$ cat config.mk
export PLATFORM = sky130hd
export DESIGN_NAME = alu_seq
export DESIGN_NICKNAME = d
export VERILOG_FILES = /design/src/rtl/alu_seq_pkg.sv /design/src/rtl/alu_seq_mul.sv /design/src/rtl/alu_seq.sv
export SDC_FILE = /design/constraint.sdc
export NUM_CORES = 1
export LEC_CHECK = 0
export ABC_AREA = 1
export CORE_MARGIN = 2
export CORE_UTILIZATION = 45
export CTS_CLUSTER_SIZE = 28
export DETAILED_ROUTE_END_ITERATION = 10
export SLEW_MARGIN = 25
export SYNTH_ARGS = -nofsm -noshare
export SYNTH_HDL_FRONTEND = slang
export SYNTH_SLANG_ARGS = --single-unit
$ cat constraint.sdc
create_clock -name clk -period 3.66 [get_ports clk]
set_input_delay 0.549 -clock clk [delete_from_list [all_inputs] [get_ports clk]]
set_output_delay 0.549 -clock clk [all_outputs]
set_load 0.02 [all_outputs]
$ cat src/rtl/alu_seq_pkg.sv
// ============================================================================
// Module  : alu_seq_pkg
// Purpose : Shared opcode and FSM state definitions for the sequential ALU.
//           Optional feature macro: ALU_SEQ_SIGNED_MUL_EN (op 3 = MULS).
// Revision: 1.0 - initial release
// ============================================================================
`default_nettype none

package alu_seq_pkg;

  // Opcode encoding
  localparam logic [2:0] OP_ADD  = 3'd0;
  localparam logic [2:0] OP_SUB  = 3'd1;
  localparam logic [2:0] OP_MUL  = 3'd2;
  localparam logic [2:0] OP_MULS = 3'd3;
  localparam logic [2:0] OP_AND  = 3'd4;
  localparam logic [2:0] OP_OR   = 3'd5;
  localparam logic [2:0] OP_XOR  = 3'd6;
  localparam logic [2:0] OP_NOT  = 3'd7;

  // Sequencer states
  typedef enum logic [1:0] {
    IDLE     = 2'd0,
    EXEC_AL  = 2'd1,
    EXEC_MUL = 2'd2,
    DONE     = 2'd3
  } state_t;

  // True for opcodes that run on the iterative multiplier
  function automatic logic is_mul_op(input logic [2:0] op);
`ifdef ALU_SEQ_SIGNED_MUL_EN
    return (op == OP_MUL) || (op == OP_MULS);
`else
    return (op == OP_MUL);
`endif
  endfunction

endpackage

`default_nettype wire

$ cat src/rtl/alu_seq_mul.sv
// ============================================================================
// Module  : alu_seq_mul
// Purpose : Iterative shift-add unsigned multiplier, one partial product per
//           step. The caller owns sequencing via start/step and watches last.
//           prod_next is the product after the current step, so the caller
//           can capture the final result on the same edge the counter ends.
// Revision: 1.0 - initial release
// ============================================================================
`default_nettype none

module alu_seq_mul #(
  parameter int WIDTH = 16,
  parameter int CNT_W = $clog2(WIDTH) + 1
) (
  input  logic                 clk,
  input  logic                 rst_n,
  input  logic                 start,
  input  logic                 step,
  input  logic [WIDTH-1:0]     mcand_in,
  input  logic [WIDTH-1:0]     mplier_in,
  output logic                 last,
  output logic [2*WIDTH-1:0]   prod_next
);

  localparam logic [CNT_W-1:0] CNT_INIT = CNT_W'(WIDTH);
  localparam logic [CNT_W-1:0] CNT_ONE  = CNT_W'(1);

  logic [WIDTH-1:0] mcand;
  logic [WIDTH-1:0] acc;
  logic [WIDTH-1:0] mplier;
  logic [CNT_W-1:0] cnt;
  logic [WIDTH:0]   sum;

  // Conditional add of the multiplicand into the upper half; carry kept
  always_comb begin
    sum = {1'b0, acc} + (mplier[0] ? {1'b0, mcand} : '0);
  end

  // {acc, mplier} after this step's add and right shift
  assign prod_next = {sum, mplier[WIDTH-1:1]};
  assign last      = (cnt == CNT_ONE);

  // Load on start, otherwise shift one bit per step until the counter empties
  always_ff @(posedge clk or negedge rst_n) begin
    if (!rst_n) begin
      mcand  <= '0;
      acc    <= '0;
      mplier <= '0;
      cnt    <= '0;
    end else if (start) begin
      mcand  <= mcand_in;
      acc    <= '0;
      mplier <= mplier_in;
      cnt    <= CNT_INIT;
    end else if (step && (cnt != '0)) begin
      acc    <= sum[WIDTH:1];
      mplier <= {sum[0], mplier[WIDTH-1:1]};
      cnt    <= cnt - CNT_ONE;
    end
  end

endmodule

`default_nettype wire

$ cat src/rtl/alu_seq.sv
// ============================================================================
// Module  : alu_seq
// Purpose : Multi-cycle ALU with cs/rdy request handshake and one-cycle done
//           pulse. Add/sub and logic complete in one cycle, multiply takes
//           WIDTH cycles and produces a full 2*WIDTH product.
//           Optional feature macro: ALU_SEQ_SIGNED_MUL_EN enables op 3 as a
//           two's-complement signed multiply (otherwise op 3 is illegal).
// Revision: 1.0 - initial release
// ============================================================================
`default_nettype none

module alu_seq
  import alu_seq_pkg::*;
#(
  parameter int WIDTH = 16,
  parameter int CNT_W = $clog2(WIDTH) + 1
) (
  input  logic             clk,
  input  logic             rst_n,
  input  logic             cs,
  input  logic [2:0]       op,
  input  logic [WIDTH-1:0] a,
  input  logic [WIDTH-1:0] b,
  output logic             rdy,
  output logic             done,
  output logic [WIDTH-1:0] out,
  output logic [WIDTH-1:0] out_hi,
  output logic             cout,
  output logic             zero,
  output logic             err
);

  state_t state;

  // Operands captured at accept
  logic [WIDTH-1:0] a_q;
  logic [WIDTH-1:0] b_q;
  logic [2:0]       op_q;

  // Single-cycle datapath results
  logic [WIDTH-1:0] b_eff;
  logic [WIDTH:0]   as_sum;
  logic [WIDTH-1:0] al_out;
  logic             al_cout;
  logic             al_err;

  // Multiplier interface
  logic               accept;
  logic               mul_start;
  logic               mul_step;
  logic               mul_last;
  logic [WIDTH-1:0]   mcand_in;
  logic [WIDTH-1:0]   mplier_in;
  logic [2*WIDTH-1:0] prod_next;
  logic [2*WIDTH-1:0] mul_res;

  assign accept    = cs && ((state == IDLE) || (state == DONE));
  assign mul_start = accept && is_mul_op(op);
  assign mul_step  = (state == EXEC_MUL);

`ifdef ALU_SEQ_SIGNED_MUL_EN
  logic is_muls;
  logic neg_q;

  // Signed multiply runs on operand magnitudes; the sign is restored at the end
  assign is_muls   = (op == OP_MULS);
  assign mcand_in  = (is_muls && a[WIDTH-1]) ? (~a + WIDTH'(1)) : a;
  assign mplier_in = (is_muls && b[WIDTH-1]) ? (~b + WIDTH'(1)) : b;
  assign mul_res   = neg_q ? (~prod_next + (2*WIDTH)'(1)) : prod_next;
`else
  assign mcand_in  = a;
  assign mplier_in = b;
  assign mul_res   = prod_next;
`endif

  alu_seq_mul #(
    .WIDTH (WIDTH),
    .CNT_W (CNT_W)
  ) u_mul (
    .clk       (clk),
    .rst_n     (rst_n),
    .start     (mul_start),
    .step      (mul_step),
    .mcand_in  (mcand_in),
    .mplier_in (mplier_in),
    .last      (mul_last),
    .prod_next (prod_next)
  );

  // Shared (WIDTH+1)-bit adder for ADD/SUB plus the bitwise logic ops
  always_comb begin
    b_eff   = (op_q == OP_SUB) ? ~b_q : b_q;
    as_sum  = {1'b0, a_q} + {1'b0, b_eff} + {{WIDTH{1'b0}}, (op_q == OP_SUB)};
    al_out  = '0;
    al_cout = 1'b0;
    al_err  = 1'b0;
    case (op_q)
      OP_ADD, OP_SUB: begin
        al_out  = as_sum[WIDTH-1:0];
        al_cout = as_sum[WIDTH];
      end
      OP_AND:  al_out = a_q & b_q;
      OP_OR:   al_out = a_q | b_q;
      OP_XOR:  al_out = a_q ^ b_q;
      OP_NOT:  al_out = ~a_q;
      default: al_err = 1'b1;
    endcase
  end

  // Sequencer: accepts requests, dispatches, and registers results and flags
  always_ff @(posedge clk or negedge rst_n) begin
    if (!rst_n) begin
      state  <= IDLE;
      rdy    <= 1'b1;
      done   <= 1'b0;
      out    <= '0;
      out_hi <= '0;
      cout   <= 1'b0;
      zero   <= 1'b0;
      err    <= 1'b0;
      a_q    <= '0;
      b_q    <= '0;
      op_q   <= '0;
`ifdef ALU_SEQ_SIGNED_MUL_EN
      neg_q  <= 1'b0;
`endif
    end else begin
      done <= 1'b0;
      case (state)
        IDLE, DONE: begin
          if (cs) begin
            a_q   <= a;
            b_q   <= b;
            op_q  <= op;
            rdy   <= 1'b0;
            state <= is_mul_op(op) ? EXEC_MUL : EXEC_AL;
`ifdef ALU_SEQ_SIGNED_MUL_EN
            neg_q <= (op == OP_MULS) && (a[WIDTH-1] ^ b[WIDTH-1]);
`endif
          end else begin
            rdy   <= 1'b1;
            state <= IDLE;
          end
        end
        EXEC_AL: begin
          out    <= al_out;
          out_hi <= '0;
          cout   <= al_cout;
          zero   <= (al_out == '0);
          err    <= al_err;
          done   <= 1'b1;
          rdy    <= 1'b1;
          state  <= DONE;
        end
        EXEC_MUL: begin
          if (mul_last) begin
            out    <= mul_res[WIDTH-1:0];
            out_hi <= mul_res[2*WIDTH-1:WIDTH];
            cout   <= 1'b0;
            zero   <= (mul_res == '0);
            err    <= 1'b0;
            done   <= 1'b1;
            rdy    <= 1'b1;
            state  <= DONE;
          end
        end
        default: begin
          rdy   <= 1'b1;
          state <= IDLE;
        end
      endcase
    end
  end

endmodule

`default_nettype wire

==> results.yml <==
outcome:
  status: "completed"
timing:
  clock-skew-final_ps: 8.95
  relSlewSlack_pct: 39.3
  setup_ws_ps: 488
  drv_slew: 0
  period_minus_slack_ps: 3170
  finalSetupTns_ps: 0
  fmax_mhz: 315
  rsz0062_at_grt: "false"
  tightestPinTransition_ps: 910
  finalSetupViolations: 0
  period_share_pct: 86.7
  finalHoldViolCount: 0
routing:
  route.detailed.drc: 0
  drt_iter0_markers: 415
  viasPerCell: 5.27
  first_pass_iters: 5
  drt_wl_total_um: 24100
  ant_nets: 0
  wl_per_cell_um: 17.2
  dr_total_vias: 7384
place:
  place.gp.congestion: 0.967
  port_buffers: 74
  dp_cells: 1367
  preCtsSetupSlack_ps: 307
  dp_hpwl_um: 18000
global_routing:
  antenna_found_initial: 0
  grt_pass1_wl_um: 39300
  grt_pass1_vias: 7331
  grt_use_total_pct: 25.6
  grt_overflow: 0
  grt_max_degree: 112
cts:
  cts.htree.levels: 4
  cts_resized: 0
  cts_inserted_buffers: 17
  clkLatencyLatePin_ps: 430
  clockBufferDepth: 2
  clockRootBuffer: "clkbuf_16"
  cts.sinks: 127
  cts_tree: "done"
  path_clk_slew_ps: 60
worst_setup_path:
  crit_path_end_kind: "register"
  cp.arrival_ps: 3530
  cp.required_ps: 4020
  crit_type: "reg2reg"
  crit_fanout: 13
  cp-start-kind: "register"
finish:
  fin_util_pct: 55.0
  final_common_cell: "nand2_1"
  final_cell_mix: "nand2_1 (297), inv_1 (153), dfrtp_1 (126), o21ai_0 (117), clkdlybuf4s50_1 (73)"
  n_antenna_cell: 0
  drive_gt1_share_pct: 7.00
  area_growth_pct: 20.0
  final_nets: 1270
  finalNonFillerCells: 1400
logic_synthesis:
  syn_inst: 1080
  netlist_area_mm2: 0.00824
  ys_seq_elements: 127
  synth.avg_cell_area_um2: 7.63
  seq_area_frac_synth_pct: 38.6
  netlist-cell-type-count: 49
  ys_warn_count: 0
  ys_async_sr_fraction_pct: 100
  synth_edf_count: 0
  synth_nets: 1191
  synth_ff_type: "dfrtp_1"
power_and_ir_drop:
  clkPwrFrac_pct: 18.1
  p_int_w: 0.00519
  peakVddDrop_mv: 0.459
  p_sw_share_pct: 48.5
  p_switching_w: 0.00490
  power_density_mw_per_mm2: 1020
  static-leakage-power_nw: 4.99
  pwr-share-comb_pct: 57.4
  pwr-share-seq_pct: 24.6
floorplanning:
  core_area_mm2: 0.0180
  fp.dieH_um: 139
  start_util_pct: 45.8
  dieArea_mm2: 0.0194
  io-pin-count: 75
  rows: 49
  fp.dieW_um: 139
min_path:
  hold_path.class: "in2async"
run:
  drv_cap: 0
[critical path, stage by stage, from the launching register on]
cell	delay (ps)
dfrtp_1	520
nor2_8	190
nand2_1	120
buf_4	240
xor2_1	160
ha_1	350
nand2_1	110
nand3_1	170
or2_2	320
nand3_1	70
nand2_1	80
nor2_1	100
nand3_1	70
nor2_1	160
nand3_1	110
nor2_1	120
nand2_1	50
nand2_1	50
nand2_1	50
nand2_1	50
[stage by stage]
stage	power, W	hold slack, ps	instance area, um^2
2_1_floorplan	0.00644	253	8240
3_3_place_gp	0.00820	465	9240
3_5_place_dp	0.00823	468	9240
4_1_cts	0.0101	338	9860
5_1_grt	0.0111	311	9880
6_report	0.0101	266	9880
[layout make-up]
cell class / instances / area, um^2
Tap cell: 229 / 287
Timing Repair Buffer: 94 / 907
Multi-Input combinational cell: 758 / 4280
Fill cell: 1729 / 8080
Sequential cell: 127 / 3180
Inverter: 161 / 604
Clock buffer: 18 / 439
Clock inverter: 13 / 188
[repair_timing]
| item | 4_1_cts | 5_1_grt |
|---|---|---|
| endpoints found under the hold margin | 0 | 0 |
| buffers inserted | 0 | 2 |
| setup endpoints to repair | 0 | 2 |
| hold buffers | 0 | 0 |
[cell families (layout without fill, tap and decap cells)]
| logic type | count (synthesis) | after routing | synth area share, % |
|---|---|---|---|
| flip-flops | 127 | 127 | 38.6 |
| AO/OA/AOI/OAI | 211 | 211 | 14.8 |
| buffers and inverters | 195 | 286 | 9.45 |
| AND/OR/NAND/NOR | 448 | 448 | 23.1 |
| adder cells (fa/ha/maj) | 73 | 73 | 11.3 |
| XOR/XNOR | 26 | 26 | 2.77 |
[power groups by stage]
| stage | Clock, W | Sequential, W | Combinational [W] |
|---|---|---|---|
| final | 0.00182 | 0.00248 | 0.00579 |
| after global routing | 0.00190 | 0.00256 | 0.00661 |
| after CTS | 0.00184 | 0.00248 | 0.00578 |
| after detailed placement | 0 | 0.00249 | 0.00574 |
| after global placement | 0 | 0.00249 | 0.00571 |
| after floorplan | 0 | 0.00242 | 0.00401 |
[synth_stat cells (3+ instances only)]
cell type,n,area (um^2)
a21oi_1,41,205
nor2_2,4,25.0
o22ai_1,4,25.0
buf_2,4,20.0
xor2_1,19,166
o21ai_1,3,15.0
clkbuf_1,22,82.6
a221oi_1,6,52.6
nand2_1,297,1110
buf_4,3,22.5
xnor2_1,7,61.3
nand3_2,4,40.0
nand3_1,51,255
nand2_2,8,50.1
a31oi_1,3,18.8
buf_6,4,45.0
nor2_1,52,195
ha_1,71,888
nor3_1,3,15.0
dfrtp_1,126,3150
o21ai_0,117,586
inv_2,8,30.0
inv_1,153,574
nand4_1,17,106
o211ai_1,5,37.5
o221ai_1,18,158
[worst paths after layout]
path,to,cells after the start,slack [ps],start
worst max register to register,zero,19,490,op_q[1]
max in group asynchronous,u_mul.acc[5],2,2640,rst_n
min in group clk,u_mul.cnt[4],1,470,u_mul.cnt[4]
worst min-delay path,out[14],1,270,rst_n
worst max-delay path,zero,19,490,op_q[1]
worst min register to register,u_mul.cnt[4],1,470,u_mul.cnt[4]
[flip-flops by register name (all words and copies together) (netlist names), 2 cells and up]
name          cells
u_mul.mcand      16
out_hi           16
state             2
a_q              16
op_q              3
u_mul.cnt         5
u_mul.mplier     16
out              16
b_q              16
u_mul.acc        16
[per-layer routing]
layer  share of wire (%)  global-route usage [%]  vias to the layer above  routed length (um)
li1                    -                       -                     3680                   -
met1                  49                    36.3                     3461               11700
met2                  44                    39.8                      203               10700
met5                   0                       0                        -                   0
met3                 5.1                    5.13                       40                1230
met4                 1.8                    7.76                        0                 433
Power figures use the tool's default switching activity.
